**config.mk**
```make
export PLATFORM = sky130hd
export DESIGN_NAME = wb_select_stage
export DESIGN_NICKNAME = d
export VERILOG_FILES = /design/src/rtl/wb_select_stage.sv
export SDC_FILE = /design/constraint.sdc
export NUM_CORES = 1
export LEC_CHECK = 0
export CAP_MARGIN = 20
export CORE_ASPECT_RATIO = 0.7
export CORE_MARGIN = 3
export CORE_UTILIZATION = 36
export CTS_BUF_LIST = sky130_fd_sc_hd__clkbuf_4 sky130_fd_sc_hd__clkbuf_8 sky130_fd_sc_hd__clkbuf_16
export CTS_CLUSTER_SIZE = 24
export DETAILED_ROUTE_END_ITERATION = 16
export PLACE_DENSITY = 0.77
export SYNTH_ARGS = -nofsm -noshare
export SYNTH_HDL_FRONTEND = slang
export SYNTH_SLANG_ARGS = --single-unit
```
**constraint.sdc**
```tcl
create_clock -name clk -period 2.01 [get_ports clk]
set_input_delay 0.5025 -clock clk [delete_from_list [all_inputs] [get_ports clk]]
set_output_delay 0.5025 -clock clk [all_outputs]
set_load 0.01 [all_outputs]
```
**src/rtl/wb_select_stage.sv**
```systemverilog
// Register-writeback stage: selects one of NSRC result slots, extends sub-word
// loads from the data-memory slot and registers the GPR write port. A read from
// the bridge slot stalls the pipeline until bridge_ready rises or a timeout
// expires. A timeout retires the instruction without a write and pulses bus_err.
module wb_select_stage #(
    parameter int DW         = 32,
    parameter int NSRC       = 6,
    parameter int SELW       = 3,
    parameter int ADDRW      = 5,
    parameter int DM_SEL     = 1,
    parameter int BRIDGE_SEL = 5,
    parameter int TIMEOUT    = 255
) (
    input  logic                clk,
    input  logic                reset,
    input  logic                in_valid,
    input  logic [SELW-1:0]     in_sel,
    input  logic                in_wr_en,
    input  logic [ADDRW-1:0]    in_wr_addr,
    input  logic [NSRC*DW-1:0]  src_data,
    input  logic [2:0]          ld_type,
    input  logic [1:0]          byte_off,
    input  logic                bridge_ready,
    output logic                stall,
    output logic                wb_valid,
    output logic                wb_wr_en,
    output logic [ADDRW-1:0]    wb_wr_addr,
    output logic [DW-1:0]       wb_data,
    output logic                bus_err
);

    localparam logic [SELW-1:0] DM_IDX     = SELW'(DM_SEL);
    localparam logic [SELW-1:0] BRIDGE_IDX = SELW'(BRIDGE_SEL);
    localparam logic [15:0]     TMO_LIMIT  = 16'(TIMEOUT);

    typedef enum logic [0:0] {
        ST_IDLE = 1'b0,
        ST_WAIT = 1'b1
    } state_t;

    state_t             state_q, state_d;
    logic [15:0]        cnt_q, cnt_d;
    logic               wb_valid_q, wb_valid_d;
    logic               wb_wr_en_q, wb_wr_en_d;
    logic [ADDRW-1:0]   wb_wr_addr_q, wb_wr_addr_d;
    logic [DW-1:0]      wb_data_q, wb_data_d;
    logic               bus_err_q, bus_err_d;

    logic [DW-1:0]      slot_data [NSRC];
    logic [DW-1:0]      raw_data;
    logic [DW-1:0]      ext_data;
    logic [DW-1:0]      sel_data;
    logic [7:0]         ld_byte;
    logic [15:0]        ld_half;
    logic               is_bridge;
    logic               capture;
    logic               timeout_hit;

    // Unpack the flat source bus into one word per slot.
    generate
        for (genvar gi = 0; gi < NSRC; gi++) begin : g_slot
            assign slot_data[gi] = src_data[gi*DW +: DW];
        end
    endgenerate

    // Slot mux; a select beyond the populated slots yields zero.
    always_comb begin
        raw_data = '0;
        for (int k = 0; k < NSRC; k++) begin
            if (in_sel == SELW'(k)) begin
                raw_data = slot_data[k];
            end
        end
    end

    // Little-endian sub-word extraction for the data-memory slot.
    assign ld_byte = raw_data[{byte_off, 3'b000} +: 8];
    assign ld_half = raw_data[{byte_off[1], 4'b0000} +: 16];

    // Load extension: lbu/lhu zero-extend, lb/lh sign-extend, anything else is a full word.
    always_comb begin
        ext_data = raw_data;
        case (ld_type)
            3'b001:  ext_data = {{(DW-8){1'b0}}, ld_byte};
            3'b010:  ext_data = {{(DW-8){ld_byte[7]}}, ld_byte};
            3'b011:  ext_data = {{(DW-16){1'b0}}, ld_half};
            3'b100:  ext_data = {{(DW-16){ld_half[15]}}, ld_half};
            default: ext_data = raw_data;
        endcase
    end

    assign sel_data  = (in_sel == DM_IDX) ? ext_data : raw_data;
    assign is_bridge = (in_sel == BRIDGE_IDX);

    // Bridge-wait FSM: next state, wait counter, stall and capture decisions.
    always_comb begin
        state_d     = state_q;
        cnt_d       = cnt_q;
        stall       = 1'b0;
        capture     = 1'b0;
        timeout_hit = 1'b0;
        case (state_q)
            ST_IDLE: begin
                if (in_valid) begin
                    if (is_bridge && !bridge_ready) begin
                        stall   = 1'b1;
                        state_d = ST_WAIT;
                        cnt_d   = 16'd1;
                    end else begin
                        capture = 1'b1;
                    end
                end
            end
            ST_WAIT: begin
                // Ready is checked first so a late response still beats the timeout.
                if (bridge_ready) begin
                    capture = 1'b1;
                    state_d = ST_IDLE;
                    cnt_d   = 16'd0;
                end else if (cnt_q < TMO_LIMIT) begin
                    stall = 1'b1;
                    cnt_d = cnt_q + 16'd1;
                end else begin
                    timeout_hit = 1'b1;
                    state_d     = ST_IDLE;
                    cnt_d       = 16'd0;
                end
            end
            default: begin
                state_d = ST_IDLE;
                cnt_d   = 16'd0;
            end
        endcase
    end

    // Writeback register next values; address and data hold when nothing retires.
    always_comb begin
        wb_valid_d   = capture | timeout_hit;
        wb_wr_en_d   = capture & in_wr_en & (in_wr_addr != '0);
        wb_wr_addr_d = capture ? in_wr_addr : wb_wr_addr_q;
        wb_data_d    = wb_data_q;
        if (capture) begin
            wb_data_d = sel_data;
        end else if (timeout_hit) begin
            wb_data_d = '0;
        end
        bus_err_d    = timeout_hit;
    end

    // State and writeback registers with synchronous reset.
    always_ff @(posedge clk) begin
        if (reset) begin
            state_q      <= ST_IDLE;
            cnt_q        <= 16'd0;
            wb_valid_q   <= 1'b0;
            wb_wr_en_q   <= 1'b0;
            wb_wr_addr_q <= '0;
            wb_data_q    <= '0;
            bus_err_q    <= 1'b0;
        end else begin
            state_q      <= state_d;
            cnt_q        <= cnt_d;
            wb_valid_q   <= wb_valid_d;
            wb_wr_en_q   <= wb_wr_en_d;
            wb_wr_addr_q <= wb_wr_addr_d;
            wb_data_q    <= wb_data_d;
            bus_err_q    <= bus_err_d;
        end
    end

    assign wb_valid   = wb_valid_q;
    assign wb_wr_en   = wb_wr_en_q;
    assign wb_wr_addr = wb_wr_addr_q;
    assign wb_data    = wb_data_q;
    assign bus_err    = bus_err_q;

endmodule

```
==> key figures, run 1 <==
Place
  – Post-detail-place hpwl: approximately 17000 um
  – I/O Buffers: 250
  – Placed Cells: 1022
  – Post-Place Worst Slack: -0.6896 ns
  – Routability cong.: about 0.95

Finish
  – Fillers: 911
  – Share of layout cells above drive strength 1: 27.30%
  – Core Util, Final: 73.35%
  – Nets: 1119
  – Final std cells w/o fill: between 1000 and 1500
  – Inserted Diodes: 0
  – Area Overhead vs Synth: 94.26%

Synthesis
  – Synth warn: 0
  – Cell taking the most area after synthesis: dfxtp_1
  – Synth Net Count: 757
  – Fraction of registers with async set/reset: 0%
  – Synth top area share: 25.15%
  – FF+latch count, synth: 57
  – Post-synth EDFFs: 0
  – Register area share after synthesis: approximately 25%
  – Ranking of synthesized cells by area: dfxtp_1, mux2i_1, nor2_1
  – Most used flip-flop cell after synthesis: dfxtp_1
  – Cell Area, Synth: between 4000 and 5000 um^2
  – Gate Count Post-Synth: about 550
  – Avg Inst Size Synth: a little over 8 um^2
  – Post-synth cell types: 67

GRT
  – Total global-route track usage: 28.51%
  – First-pass GRT wire length: about 32000 um
  – Antenna violations before repair: 0
  – Remaining global-route overflow: 0
  – Largest net degree at the start of global routing: 29
  – Vias in the first global route: between 5000 and 6000

STA
  – Slew @ Worst Pin: 0.4353 ns
  – Slack of the critical path: -0.1462 ns
  – Final setup fails: 31
  – Post-route clock skew: 0.007461 ns
  – Hold Fails Final Rpt: 0
  – Fin. max-slew vios: 0
  – Final hold slack: 0.4476 ns
  – F_max: around 0.46 GHz
  – Period utilization: 107.3%
  – Setup repair after global routing missed its margin: yes
  – Min cycle time layout: 2.156 ns
  – Slew HR: around 71%

Clock tree
  – CTS tree: built
  – CTS buffer count: 9
  – Worst-Skew Late Latency: around 0.33 ns
  – Reg clk slew, reported paths: 0.05 ns
  – Hold buffer count at cts: 0
  – Num Clock Sinks: 57
  – Clock buffer depth: 2
  – Root buffer cell: clkbuf_16
  – CTS H-Tree Depth: 3

Power and ir drop
  – Peak VDD IR: roughly 0.42 mV
  – Power Density: about 490 nW/um^2
  – Leak Pwr: 3.689 nW

Setup path
  – R2R setup slack: -0.09 ns
  – CP max FO: 2
  – WP data required: 1.51 ns
  – RR Startpoint: cnt_q[14]
  – Worst Reg2Reg Path Length in Cells: 9
  – CP Launch Type: flop
  – Crit path arrival time: about 1.7 ns
  – RR Endpoint: wb_data[7]
  – Critical Path Sink Type: output pin
  – CP Class: reg2out

Floorplan
  – Die span in y: between 90 and 100 um
  – Die X-Extent: 140.2 um
  – Rows: 33
  – Die ar.: 14010 um^2
  – # IOs: 251
  – Initial Utilization: 37.76%
  – Core area: 12020 um^2

Flow run
  – MaxCap Viol Count: 0

Detailed routing
  – Avg WL per Cell: 19.69 um
  – Final ANT Viol Nets: 0
  – DRT Pass-1 Iters: 5
  – Final wirelength: 21050 um
  – # DRC: 0
  – DR vias/cell: about 5.6
  – Detailed Route Iter0 Violations: 531
  – Vias: 5995

Status
  – Status: finished, violations left
  – Violated checks: setup timing

Worst hold path
  – Hold path depth: 2
  – Hold EP: wb_data[24]
  – Hold_sp: wb_data[24]
  – Hold Crit Class: reg2reg
## critical path, stage by stage, from the launching register on
cell,delay [ns]
dfxtp_1,0.30
or4_4,0.54
nor2_4,0.15
a31oi_4,0.10
nor2_2,0.10
buf_2,0.13
## layout by cell type, fill, tap and decap left out, drive strengths merged, types with 13 or more instances in the layout
cell           Yosys  routed
clkdlybuf4s50      0     227
buf               32     149
mux2i             73      73
nor2              61      61
dfxtp             57      57
nand2             49      49
o21ai             46      46
a21oi             32      32
nand3b            15      15
and2              14      15
a221oi            13      13
## cells in the mapped netlist (3+ instances only)
cell / n
a22oi_1: 6
nand2b_1: 7
o2bb2ai_1: 4
or2_2: 3
clkbuf_1: 14
o22ai_1: 10
buf_2: 15
mux2i_1: 73
inv_1: 4
nand3b_1: 15
nand2_1: 49
nor3_1: 8
buf_4: 4
buf_6: 5
a31oi_1: 7
dfxtp_1: 57
xnor2_1: 3
nor3b_1: 3
o21ai_1: 5
o22a_1: 6
a21oi_1: 32
and2_1: 13
a221oi_2: 4
buf_8: 3
o221ai_1: 7
o21ai_0: 40
mux2_2: 4
mux4_2: 6
a211oi_1: 11
buf_12: 3
nand3_1: 3
a221o_1: 11
a221oi_1: 9
nor2_1: 60
## area by class of cell
type	count	area (um^2)	area share, %
Timing Repair Buffer	396	3761	42.67
Clock buffer	10	239.0	2.712
Inverter	5	18.77	0.2129
Clock inverter	5	56.30	0.6388
Multi-Input combinational cell	439	3398	38.56
Sequential cell	57	1144	12.98
Tap cell	157	196.4	2.229
## metrics by stage
stage               instance area, um^2  TNS (ns)  power, mW
finish                             8813    -1.463      4.315
global route                       8813    -3.678      4.477
CTS                                8574   -0.4891      4.255
detailed placement                 7864    -24.20      2.656
global placement                   7864    -22.00      2.637
floorplan                          4588   -0.2244      1.821
## timing repair
item	in CTS	in global routing
resized for setup	64	63
setup endpoints to repair	35	43
pin swaps	26	32
setup buffers	22	7
gates cloned	3	1
## worst max path at each step
stage / to / startpoint / cells after the start
finish: stall / cnt_q[14] / 5
global placement: stall / in_sel[2] / 7
CTS: stall / cnt_q[15] / 5
global route: stall / cnt_q[14] / 5
floorplan: wb_data[13] / in_sel[0] / 8
detailed placement: stall / in_sel[2] / 7
## layer usage
metal / share of wire (%) / GRT usage [%] / wire length [um]
met1: 41 / 36.84 / 8661
met4: 1.9 / 6.478 / 390
met5: 0 / 0 / 0
met2: 49 / 48.68 / 10220
met3: 8.4 / 6.762 / 1769
## report_power, final
| group | leakage [nW] | switching [mW] | internal, mW |
|---|---|---|---|
| registers | 0.466 | 0.0409 | 1.19 |
| logic | 3.08 | 0.642 | 0.924 |
| clock network | 0.144 | 0.539 | 0.982 |
| total | 3.69 | 1.22 | 3.09 |
## logic make-up after synthesis
family | after synthesis | share of synthesized area (%)
buf+inv | 51 | 7.611
compound gates | 168 | 25.76
simple gates | 181 | 20.16
mux | 83 | 20.08
flops | 57 | 25.15
fa+ha+maj | 1 | 0.2757
xor+xnor | 5 | 0.9654
## sequential cells by signal (all words and copies together) (netlist names)
register    cells
wb_wr_en        1
wb_data        32
cnt_q          16
wb_valid        1
bus_err         1
state_q         1
wb_wr_addr      5
Note: power is estimated with default switching activity, not from simulation.
==> inputs of run 2 (changes only) <==
--- a/config.mk
+++ b/config.mk
@@ -14,4 +14,5 @@
 export DETAILED_ROUTE_END_ITERATION = 16
 export PLACE_DENSITY = 0.77
+export SKIP_LAST_GASP = 1
 export SYNTH_ARGS = -nofsm -noshare
 export SYNTH_HDL_FRONTEND = slang
==> constraint.sdc (replaced) <==
create_clock -name clk -period 2.01 [get_ports clk]
set_input_delay 0.5025 -clock clk [delete_from_list [all_inputs] [get_ports clk]]
set_output_delay 0.5025 -clock clk [all_outputs]
set_load 0.02 [all_outputs]
==> run 2 against run 1 <==
Effect of this change:
- the flow still finishes with violations (setup timing)
- flip-flop and latch count did not move
- clock power barely moved
- critical path depth did not move
- sequential power barely moved
- wire length rose by 0.81%
- worst hold slack barely moved
- clock-buffer cell count rose by 2
- die area did not move
- first-iteration DRC count rose by 4.3%
- via count fell by 0.50%
- largest cell class unchanged
- largest power group unchanged
==> key figures, run 2 (synthesis gave the netlist of run 1 again) <==
Status
  – Status: finished, violations left
  – Violated checks: setup timing

Clock tree
  – Clock buffer depth: 2 (unchanged)
  – Worst-Skew Late Latency: 0.32 ns (about the same)
  – CTS tree: built
  – Reg clk slew, reported paths: 0.05 ns (about the same)
  – Hold buffer count at cts: 0 (unchanged)
  – Root buffer cell: clkbuf_16
  – CTS buffer count: 9 (unchanged)
  – CTS H-Tree Depth: 3 (unchanged)
  – Num Clock Sinks: 57 (unchanged)

Floorplan
  – Die ar.: 14010 um^2 (unchanged)
  – Core area: 12020 um^2 (unchanged)
  – Die span in y: 99.93 um (unchanged)
  – # IOs: 251 (unchanged)
  – Rows: 33 (unchanged)
  – Die X-Extent: 140.2 um (unchanged)
  – Initial Utilization: 37.76% (unchanged)

Finish
  – Area Overhead vs Synth: 94.26% (unchanged)
  – Max FFs per register: 32 (unchanged)
  – Final std cells w/o fill: 1069 (unchanged)
  – Share of layout cells above drive strength 1: 28.18% (+0.88 points)
  – Core Util, Final: 73.35% (unchanged)
  – Most common cell after layout, fill and taps aside: clkdlybuf4s50_1
  – Fillers: 900 (-1.2%)
  – Commonest cells after routing, fill and taps aside: clkdlybuf4s50_1, buf_4, mux2i_1, nor2_1, dfxtp_1
  – Nets: 1119 (unchanged)
  – Inserted Diodes: 0 (unchanged)

Place
  – Placed Cells: 1032 (+0.98%)
  – Post-detail-place hpwl: 16750 um (+1.1%)
  – Post-Place Worst Slack: -0.7207 ns (-0.03111 ns)
  – I/O Buffers: 250 (unchanged)
  – Routability cong.: 0.9615 (+1.0%)

Detailed routing
  – Final wirelength: 21220 um (+0.81%)
  – Final ANT Viol Nets: 0 (unchanged)
  – Detailed Route Iter0 Violations: 554 (+4.3%)
  – # DRC: 0 (unchanged)
  – DRT Pass-1 Iters: 5 (unchanged)
  – Avg WL per Cell: 19.85 um (+0.81%)
  – DR vias/cell: 5.580 (-0.50%)
  – Vias: 5965 (-0.50%)

Flow run
  – MaxCap Viol Count: 0 (unchanged)

Power and ir drop
  – Net switching power: 1.235 mW (+1.1%)
  – Internal: 3.144 mW (+1.6%)
  – Switching Share: 28.21% (-0.11 points)
  – Comb power frac: 37.1% (+0.8 points)
  – Peak VDD IR: 0.4969 mV (+19%)
  – Overall power: 4.379 mW (+1.5%)
  – Clock power frac: 34.8% (-0.5 points)
  – Sequential fraction of design power: 28.1% (-0.4 points)
  – Power Density: 496.9 nW/um^2 (+1.5%)
  – Leak Pwr: 3.619 nW (-1.9%)

Setup path
  – Worst path top cell family by delay: simple AND/OR/NAND/NOR gates
  – CP max FO: 2 (unchanged)
  – RR Startpoint: cnt_q[15]
  – Crit path largest cell delay: 0.54 ns (about the same)
  – CP Class: reg2out
  – R2R setup slack: -0.12 ns (-0.03 ns)
  – Critical Path Sink Type: output pin
  – Critical path buffers and inverters: 1 (unchanged)
  – Crit path arrival time: 1.72 ns (+0.07 ns)
  – Worst-path cell chain: or4_4 > nor2_4 > a31oi_4 > nor2_1 > buf_4
  – Slowest-stage cell, CP: or4_4
  – CP Launch Type: flop
  – WP data required: 1.51 ns (about the same)
  – Worst Reg2Reg Path Length in Cells: 9 (unchanged)
  – RR Endpoint: wb_data[13]

STA
  – Hold Fails Final Rpt: 0 (unchanged)
  – Period utilization: 110.3% (+3.1 points)
  – Slew @ Worst Pin: 0.4426 ns (+0.007270 ns)
  – Post-route clock skew: 0.005935 ns (-0.001526 ns)
  – Fin. max-slew vios: 0 (unchanged)
  – Slew HR: 70.49% (-0.38 points)
  – F_max: 0.4509 GHz (-2.8%)
  – Slack of the critical path: -0.2077 ns (-0.06153 ns)
  – Min cycle time layout: 2.218 ns (+0.06153 ns)
  – Final setup fails: 30 (-3.2%)
  – Setup repair after global routing missed its margin: yes

Worst hold path
  – Hold path depth: 2 (unchanged)
  – Hold Crit Class: reg2reg
  – Hold_sp: wb_data[18]
  – Hold EP: wb_data[18]

GRT
  – Largest net degree at the start of global routing: 28 (-3.4%)
  – First-pass GRT wire length: 31840 um (about the same)
  – Total global-route track usage: 28.39% (-0.12 points)
  – Vias in the first global route: 5961 (+0.067%)
  – Antenna violations before repair: 0 (unchanged)
  – Remaining global-route overflow: 0 (unchanged)
## run 2: worst reg2reg max path: stages, from the launching register on
cell and delay (ns):
dfxtp_1 0.30, or4_4 0.54, nor2_4 0.16, buf_4 0.12, buf_4 0.11, a21bo_4 0.17, and2_4 0.22, buf_4 0.13
nand2_1 0.06, a221oi_2 0.24
## run 2: layout make-up
class	instances	area, um^2	area share (%)
Timing Repair Buffer	396	3704	42.02
Multi-Input combinational cell	439	3451	39.15
Sequential cell	57	1144	12.98
Clock buffer	12	260.3	2.953
Tap cell	157	196.4	2.229
Clock inverter	3	40.04	0.4543
Inverter	5	18.77	0.2129
## run 2: worst max path at each step
stage | start | endpoint | slack [ns] | cells after the start
2_1_floorplan | in_sel[0] | wb_data[13] | -0.05 | 8
3_3_place_gp | in_sel[2] | stall | -0.69 | 7
3_5_place_dp | in_sel[2] | wb_data[12] | -0.72 | 11
4_1_cts | cnt_q[8] | stall | -0.16 | 5
5_1_grt | cnt_q[15] | stall | -0.30 | 5
6_report | cnt_q[15] | stall | -0.21 | 5
## run 2: power groups by stage
stage / Sequential [mW] / Clock [mW] / Combinational [mW]
6_report: 1.23 / 1.52 / 1.63
5_1_grt: 1.23 / 1.60 / 1.72
4_1_cts: 1.23 / 1.54 / 1.55
3_5_place_dp: 1.25 / 0 / 1.47
3_3_place_gp: 1.25 / 0 / 1.45
2_1_floorplan: 1.30 / 0 / 0.557
## run 2: stage by stage
step	area (um^2)	hold WS (ns)	TNS (ns)
floorplan	4588	0.4308	-0.2244
global placement	7939	0.4403	-23.17
detailed placement	7939	0.4422	-25.66
CTS	8546	0.4491	-0.1615
global route	8813	0.4689	-4.189
finish	8813	0.4472	-0.9994
## run 2: layer usage
| layer | vias up | global-route usage, % | wire length [um] |
|---|---|---|---|
| met1 | 2854 | 36.72 | 8760 |
| met4 | 0 | 3.127 | 214 |
| met2 | 311 | 49.63 | 10390 |
| li1 | 2769 | - | - |
| met3 | 31 | 7.286 | 1854 |
| met5 | - | 0 | 0 |
## run 2: repair_timing
item / in CTS / in global routing
setup buffers: 12 / 10
gates cloned: 2 / 0
gates resized for setup: 78 / 54
endpoints found under the setup margin: 37 / 41
pin swaps: 19 / 25
